--- src/rtl/muldiv_sched_if.sv ---
// Bundle between EX decode, the sequencer and the mul/div units.
// The sequencer uses the master view; the EX side plus units use the slave view.
interface muldiv_sched_if;
    logic        op_valid;
    logic [2:0]  op_code;
    logic [31:0] op_a;
    logic [31:0] op_b;
    logic        pipe_hold;
    logic        flush;
    logic        mul_signed;
    logic [31:0] mul_ina;
    logic [31:0] mul_inb;
    logic [63:0] mul_result;
    logic        div_start;
    logic        div_signed;
    logic [31:0] div_op1;
    logic [31:0] div_op2;
    logic        div_annul;
    logic [63:0] div_result;
    logic        div_ready;
    logic        stallreq;
    logic        res_valid;
    logic        hi_we;
    logic        lo_we;
    logic [31:0] hi_wdata;
    logic [31:0] lo_wdata;
    logic [31:0] gpr_result;
    logic        busy;

    modport master (
        input  op_valid, op_code, op_a, op_b, pipe_hold, flush,
        input  mul_result, div_result, div_ready,
        output mul_signed, mul_ina, mul_inb,
        output div_start, div_signed, div_op1, div_op2, div_annul,
        output stallreq, res_valid, hi_we, lo_we, hi_wdata, lo_wdata, gpr_result, busy
    );

    modport slave (
        output op_valid, op_code, op_a, op_b, pipe_hold, flush,
        output mul_result, div_result, div_ready,
        input  mul_signed, mul_ina, mul_inb,
        input  div_start, div_signed, div_op1, div_op2, div_annul,
        input  stallreq, res_valid, hi_we, lo_we, hi_wdata, lo_wdata, gpr_result, busy
    );
endinterface

--- src/rtl/muldiv_sched.sv ---
// EX-stage mul/div sequencer: latches one op, drives the mul/div units, stalls EX,
// and issues a single HI/LO (or GPR) write when the result is complete.
module muldiv_sched #(
    parameter int unsigned MUL_LAT = 2
) (
    input logic            clk,
    input logic            rst,
    muldiv_sched_if.master bus
);
    localparam int unsigned CNT_W = 3;
    localparam int unsigned OP_W  = 3;
    localparam int unsigned DW    = 32;

    localparam logic [OP_W-1:0] OP_MULT  = OP_W'(1);
    localparam logic [OP_W-1:0] OP_MULTU = OP_W'(2);
    localparam logic [OP_W-1:0] OP_DIV   = OP_W'(3);
    localparam logic [OP_W-1:0] OP_DIVU  = OP_W'(4);
    localparam logic [OP_W-1:0] OP_MUL   = OP_W'(5);

    typedef enum logic [1:0] {IDLE, MUL_WAIT, DIV_BUSY, DONE} state_t;

    state_t           state_q, state_d;
    logic [CNT_W-1:0] cnt_q;
    logic [OP_W-1:0]  op_q;
    logic [DW-1:0]    a_q, b_q, hi_q, lo_q;

    logic is_mul_in, is_div_in, div_zero, accept;
    logic stallreq, div_start, div_annul, hi_we, lo_we;

    assign is_mul_in = (bus.op_code == OP_MULT) || (bus.op_code == OP_MULTU) || (bus.op_code == OP_MUL);
    assign is_div_in = (bus.op_code == OP_DIV) || (bus.op_code == OP_DIVU);
    assign div_zero  = (bus.op_b == '0);
    assign accept    = (state_q == IDLE) && bus.op_valid && (is_mul_in || is_div_in) && !bus.flush;

    // Next state and handshake strobes; flush overrides everything at the end.
    always_comb begin
        state_d   = state_q;
        stallreq  = 1'b0;
        div_start = 1'b0;
        div_annul = 1'b0;
        hi_we     = 1'b0;
        lo_we     = 1'b0;
        case (state_q)
            IDLE: begin
                if (accept) begin
                    stallreq = 1'b1;
                    if (is_mul_in)     state_d = MUL_WAIT;
                    else if (div_zero) state_d = DONE;
                    else               state_d = DIV_BUSY;
                end
            end
            MUL_WAIT: begin
                stallreq = 1'b1;
                if (cnt_q == CNT_W'(1)) state_d = DONE;
            end
            DIV_BUSY: begin
                stallreq  = 1'b1;
                div_start = !bus.div_ready;
                if (bus.div_ready) state_d = DONE;
            end
            DONE: begin
                if (!bus.pipe_hold) begin
                    hi_we   = (op_q != OP_MUL);
                    lo_we   = (op_q != OP_MUL);
                    state_d = IDLE;
                end
            end
            default: state_d = IDLE;
        endcase
        if (bus.flush) begin
            state_d   = IDLE;
            hi_we     = 1'b0;
            lo_we     = 1'b0;
            div_start = 1'b0;
            div_annul = (state_q == DIV_BUSY);
        end
    end

    always_ff @(posedge clk) begin
        if (rst) begin
            state_q <= IDLE;
            cnt_q   <= '0;
            op_q    <= '0;
            a_q     <= '0;
            b_q     <= '0;
            hi_q    <= '0;
            lo_q    <= '0;
        end else begin
            state_q <= state_d;
            if (accept) begin
                op_q <= bus.op_code;
                a_q  <= bus.op_a;
                b_q  <= bus.op_b;
                if (is_mul_in) cnt_q <= CNT_W'(MUL_LAT);
                // Divide by zero bypasses the div unit with a fixed result.
                if (is_div_in && div_zero) begin
                    hi_q <= bus.op_a;
                    lo_q <= '1;
                end
            end
            if (state_q == MUL_WAIT) begin
                cnt_q <= cnt_q - CNT_W'(1);
                if (cnt_q == CNT_W'(1) && !bus.flush) begin
                    hi_q <= bus.mul_result[63:32];
                    lo_q <= bus.mul_result[31:0];
                end
            end
            if (state_q == DIV_BUSY && bus.div_ready && !bus.flush) begin
                hi_q <= bus.div_result[63:32];
                lo_q <= bus.div_result[31:0];
            end
        end
    end

    assign bus.mul_signed = (op_q == OP_MULT);
    assign bus.mul_ina    = a_q;
    assign bus.mul_inb    = b_q;
    assign bus.div_signed = (op_q == OP_DIV);
    assign bus.div_op1    = a_q;
    assign bus.div_op2    = b_q;
    assign bus.div_start  = div_start;
    assign bus.div_annul  = div_annul;
    assign bus.stallreq   = stallreq;
    assign bus.res_valid  = (state_q == DONE);
    assign bus.hi_we      = hi_we;
    assign bus.lo_we      = lo_we;
    assign bus.hi_wdata   = hi_q;
    assign bus.lo_wdata   = lo_q;
    assign bus.gpr_result = lo_q;
    assign bus.busy       = (state_q != IDLE);
endmodule
--- src/flat_wrapper.sv ---
// flat-port wrapper written by rule: the top's interface ports become plain ports
module muldiv_sched_flat 
#(
    parameter int unsigned MUL_LAT = 2
)
  (clk, rst, bus_op_valid, bus_op_code, bus_op_a, bus_op_b, bus_pipe_hold, bus_flush, bus_mul_result, bus_div_result, bus_div_ready, bus_mul_signed, bus_mul_ina, bus_mul_inb, bus_div_start, bus_div_signed, bus_div_op1, bus_div_op2, bus_div_annul, bus_stallreq, bus_res_valid, bus_hi_we, bus_lo_we, bus_hi_wdata, bus_lo_wdata, bus_gpr_result, bus_busy);
  muldiv_sched_if bus_i ();
  input logic clk;
  input logic rst;
  input wire logic [$bits(bus_i.op_valid)-1:0] bus_op_valid;
  input wire logic [$bits(bus_i.op_code)-1:0] bus_op_code;
  input wire logic [$bits(bus_i.op_a)-1:0] bus_op_a;
  input wire logic [$bits(bus_i.op_b)-1:0] bus_op_b;
  input wire logic [$bits(bus_i.pipe_hold)-1:0] bus_pipe_hold;
  input wire logic [$bits(bus_i.flush)-1:0] bus_flush;
  input wire logic [$bits(bus_i.mul_result)-1:0] bus_mul_result;
  input wire logic [$bits(bus_i.div_result)-1:0] bus_div_result;
  input wire logic [$bits(bus_i.div_ready)-1:0] bus_div_ready;
  output wire logic [$bits(bus_i.mul_signed)-1:0] bus_mul_signed;
  output wire logic [$bits(bus_i.mul_ina)-1:0] bus_mul_ina;
  output wire logic [$bits(bus_i.mul_inb)-1:0] bus_mul_inb;
  output wire logic [$bits(bus_i.div_start)-1:0] bus_div_start;
  output wire logic [$bits(bus_i.div_signed)-1:0] bus_div_signed;
  output wire logic [$bits(bus_i.div_op1)-1:0] bus_div_op1;
  output wire logic [$bits(bus_i.div_op2)-1:0] bus_div_op2;
  output wire logic [$bits(bus_i.div_annul)-1:0] bus_div_annul;
  output wire logic [$bits(bus_i.stallreq)-1:0] bus_stallreq;
  output wire logic [$bits(bus_i.res_valid)-1:0] bus_res_valid;
  output wire logic [$bits(bus_i.hi_we)-1:0] bus_hi_we;
  output wire logic [$bits(bus_i.lo_we)-1:0] bus_lo_we;
  output wire logic [$bits(bus_i.hi_wdata)-1:0] bus_hi_wdata;
  output wire logic [$bits(bus_i.lo_wdata)-1:0] bus_lo_wdata;
  output wire logic [$bits(bus_i.gpr_result)-1:0] bus_gpr_result;
  output wire logic [$bits(bus_i.busy)-1:0] bus_busy;
  assign bus_i.op_valid = bus_op_valid;
  assign bus_i.op_code = bus_op_code;
  assign bus_i.op_a = bus_op_a;
  assign bus_i.op_b = bus_op_b;
  assign bus_i.pipe_hold = bus_pipe_hold;
  assign bus_i.flush = bus_flush;
  assign bus_i.mul_result = bus_mul_result;
  assign bus_i.div_result = bus_div_result;
  assign bus_i.div_ready = bus_div_ready;
  assign bus_mul_signed = bus_i.mul_signed;
  assign bus_mul_ina = bus_i.mul_ina;
  assign bus_mul_inb = bus_i.mul_inb;
  assign bus_div_start = bus_i.div_start;
  assign bus_div_signed = bus_i.div_signed;
  assign bus_div_op1 = bus_i.div_op1;
  assign bus_div_op2 = bus_i.div_op2;
  assign bus_div_annul = bus_i.div_annul;
  assign bus_stallreq = bus_i.stallreq;
  assign bus_res_valid = bus_i.res_valid;
  assign bus_hi_we = bus_i.hi_we;
  assign bus_lo_we = bus_i.lo_we;
  assign bus_hi_wdata = bus_i.hi_wdata;
  assign bus_lo_wdata = bus_i.lo_wdata;
  assign bus_gpr_result = bus_i.gpr_result;
  assign bus_busy = bus_i.busy;
  muldiv_sched #(.MUL_LAT(MUL_LAT)) u_core (.clk(clk), .rst(rst), .bus(bus_i));
endmodule
--- config.mk ---
export PLATFORM = sky130hd
export DESIGN_NAME = muldiv_sched_flat
export DESIGN_NICKNAME = d
export VERILOG_FILES = /design/src/rtl/muldiv_sched_if.sv /design/src/rtl/muldiv_sched.sv /design/src/flat_wrapper.sv
export SDC_FILE = /design/constraint.sdc
export NUM_CORES = 1
export LEC_CHECK = 0
export ABC_AREA = 1
export ABC_CLOCK_PERIOD_IN_PS = 1600
export CAP_MARGIN = 20
export CORE_AREA = 8 8 162 164
export DETAILED_ROUTE_END_ITERATION = 12
export DIE_AREA = 0 0 170 172
export HOLD_SLACK_MARGIN = 0.02
export PLACE_DENSITY = 0.77
export SETUP_SLACK_MARGIN = 0.4
export SLEW_MARGIN = 20
export SYNTH_ARGS = -nofsm -noshare
export SYNTH_HDL_FRONTEND = slang
export SYNTH_SLANG_ARGS = --single-unit
--- constraint.sdc ---
create_clock -name clk -period 1.6 [get_ports clk]
set_input_delay 0.32 -clock clk [delete_from_list [all_inputs] [get_ports clk]]
set_output_delay 0.32 -clock clk [all_outputs]
set_load 0.03 [all_outputs]
==> results by group <==
Status
  – Status: finished with violations
  – Violated checks: negative setup slack

Power and ir drop
  – Pwr per Cell Area: 741 nW/um^2
  – Sequential power share: 0.341
  – Clk pwr share: 0.359
  – LEAKAGE: 6.52 nW
  – Peak VDD IR: 0.000564 V
  – Combinational share of power: 0.300
  – Switching portion of total power: 0.321
  – Internal: 7.56 mW
  – Psw: 3.57 mW

GRT
  – Global route overflow: 0
  – Number of global-route vias before repair: 8377
  – Number of antenna violations at the first check in global routing: 0
  – Global-route usage over all layers: 0.212
  – Pin count of the biggest net entering global routing: 69
  – First-pass GRT wire length: 47900 um

Floorplanning
  – Cell row count: 57
  – IO Pins: 434
  – Core area: 23800 sq um
  – Die Y: 172 um
  – Initial Util: 0.297
  – Die Wd: 170 um
  – Die Area: 29200 sq um

Worst hold path
  – Hold Path Class: primary input to flop
  – Hold depth: 3

Logic synthesis
  – Area of the mapped netlist: 7070 sq um
  – Largest family of logic cells by synthesized area: simple AND/OR/NAND/NOR gates
  – Cells after Synth: 1055
  – Fraction of synthesized area in multiplexers: 0
  – Synth Area in Compound Gates: 0.176
  – Syn nets: 1263
  – Simple-gate share of the synthesized area: 0.247
  – Post-Synth XOR/XNOR Area: 0
  – Post-synth top area share: 0.385
  – Post-synthesis sequential area ratio: 0.385
  – FF+latch count, synth: 136
  – Netlist cell types: 24
  – Area contributors post-synth: dfxtp_1 (39%), nand2_1 (12%), buf_4 (11%)
  – Syn avg cell area: 6.70 sq um
  – Leading area contributor after synthesis: dfxtp_1
  – Adder-cell share of the synthesized area: 0.0124
  – Synth warn: 0

Cells and area
  – # diodes: 0
  – Most frequent cells in the layout: buf_6 (246), nor2_1 (177), clkdlybuf4s50_1 (167)
  – P&R area growth vs syn: 112%
  – Final Net Count: 1697
  – Commonest non-fill, non-tap cell in the layout: buf_6
  – Fin util: 0.630
  – Fin area: 15000 sq um
  – Fraction of final layout cells sized beyond drive strength 1: 0.531

Placement
  – Post-DP Area: 11500 sq um
  – Setup slack after placement: -0.549 ns
  – HPWL after DPL: 23700 um
  – Placer Congestion: 0.906
  – IO buf count: 433

Worst setup path
  – CP Capture Type: output pin
  – Setup crit start kind: flop
  – WP data required: 1.28 ns
  – CP Class: flop to output pin
  – Critical path peak fanout: 2
  – CP Data Arrival Time: 1.57 ns
  – FF-to-FF path depth: 12

Routing
  – Routed len/inst: 21.0 um
  – Vias: 8936
  – Antenna-violating nets left: 0
  – DRT iter0 DRCs: 699
  – Vias per cell: 4.89
  – Post-route DRC violation count: 0
  – Final WL: 38300 um
  – Router iterations before antenna repair: 6

Job
  – MaxCap Viol Count: 0

STA
  – Period utilisation layout: 1.18
  – Fmax: 530 MHz
  – RSZ-0062 raised after global routing: true
  – Worst slew margin: 0.766
  – Final setup fails: 73
  – Final min period: 1.89 ns
  – TNS Setup: -6.13 ns
  – Hold Vio Cnt, Final: 0
  – Slew Viols, Final: 0
  – Setup ws final: -0.285 ns
  – Clock skew after layout: 0.0163 ns
  – Tightest Pin Transition: 0.348 ns
  – Hold slack: 0.257 ns

Clocking
  – CTS Root Cell: clkbuf_16
  – Clock sink count: 136
  – Clock Tree Buf Depth: 2
  – Cts bufs inserted: 17
  – H-tree Lvls: 4
  – Reg clk slew, reported paths: 0.06 ns
  – Cts hold-fix bufs: 0
  – Clk_lat worst skew: 0.42 ns
  – TritonCTS clock tree: yes
cells by family (layout without fill, tap and decap cells):
kind of cell | after synthesis | count (layout)
flip-flops | 136 | 136
adder cells (fa/ha/maj) | 7 | 7
buffers and inverters | 220 | 666
AND/OR/NAND/NOR | 446 | 447
AO/OA/AOI/OAI | 246 | 246
cell usage after synthesis, drive strengths merged:
| library cell | number |
|---|---|
| a21oi | 72 |
| a211oi | 1 |
| clkbuf | 33 |
| o21ai | 171 |
| o22ai | 1 |
| dfxtp | 136 |
| or2 | 1 |
| nand2 | 219 |
| buf | 131 |
| nor2 | 189 |
| nand3 | 35 |
| nor3 | 2 |
| a2111oi | 1 |
| ha | 7 |
| inv | 56 |
state kept, by name, indices dropped and copies added, names as in the netlist:
register / cells
u_core.bus.div_op1: 32
u_core.bus.div_op2: 32
u_core.bus.gpr_result: 32
u_core.bus.hi_wdata: 32
u_core.cnt_q: 3
u_core.op_q: 3
u_core.state_q: 2
layer usage:
layer | routed length, um | GRT usage
met1 | 14000 | 0.238
met2 | 20300 | 0.377
met3 | 3180 | 0.0639
met4 | 872 | 0.0694
met5 | 0 | 0
critical path, cell delays in order (launching register included):
cell	delay (ns)
dfxtp_2	0.35
inv_2	0.06
ha_4	0.17
nand3_4	0.08
inv_2	0.05
nand2_2	0.08
inv_2	0.06
o21ai_2	0.12
inv_2	0.05
buf_6	0.13
repair_timing:
| action | CTS | global route |
|---|---|---|
| endpoints found under the setup margin | 369 | 369 |
| setup buffers | 17 | 37 |
| pin swaps | 36 | 42 |
| gates resized for setup | 1811 | 430 |
| cloned | 6 | 25 |
layout make-up:
cell class,instances,area [sq um]
clock inverter,13,145
timing repair buffer,578,6620
multi-input combinational,700,4100
clock buffer,19,443
sequential,136,3080
tap,324,405
inverter,56,221
fill,1902,8810
power by group through the flow:
stage | Combinational (mW) | Sequential, mW | Clock (mW)
after CTS | 2.86 | 3.81 | 4.06
after detailed placement | 2.72 | 3.82 | 0
after global routing | 3.50 | 3.82 | 4.24
final | 3.34 | 3.80 | 3.99
after global placement | 2.68 | 3.81 | 0
after floorplan | 1.11 | 4.12 | 0
stage by stage:
stage / std cells / total power [mW]
finish: 1826 / 11.1
floorplan: 1055 / 5.23
global route: 1826 / 11.6
CTS: 1764 / 10.7
global placement: 1709 / 6.49
detailed placement: 1709 / 6.54
final timing paths:
kind	from	end	slack, ns
setup / recovery	u_core.state_q[0]	bus_stallreq	-0.29
hold / removal	bus_op_b[21]	u_core.bus.div_op2[21]	0.26
setup reg to reg	u_core.state_q[0]	u_core.bus.hi_wdata[13]	-0.11
hold reg to reg	u_core.cnt_q[1]	u_core.cnt_q[1]	0.48
No activity file was read; power rests on OpenSTA's default activity.
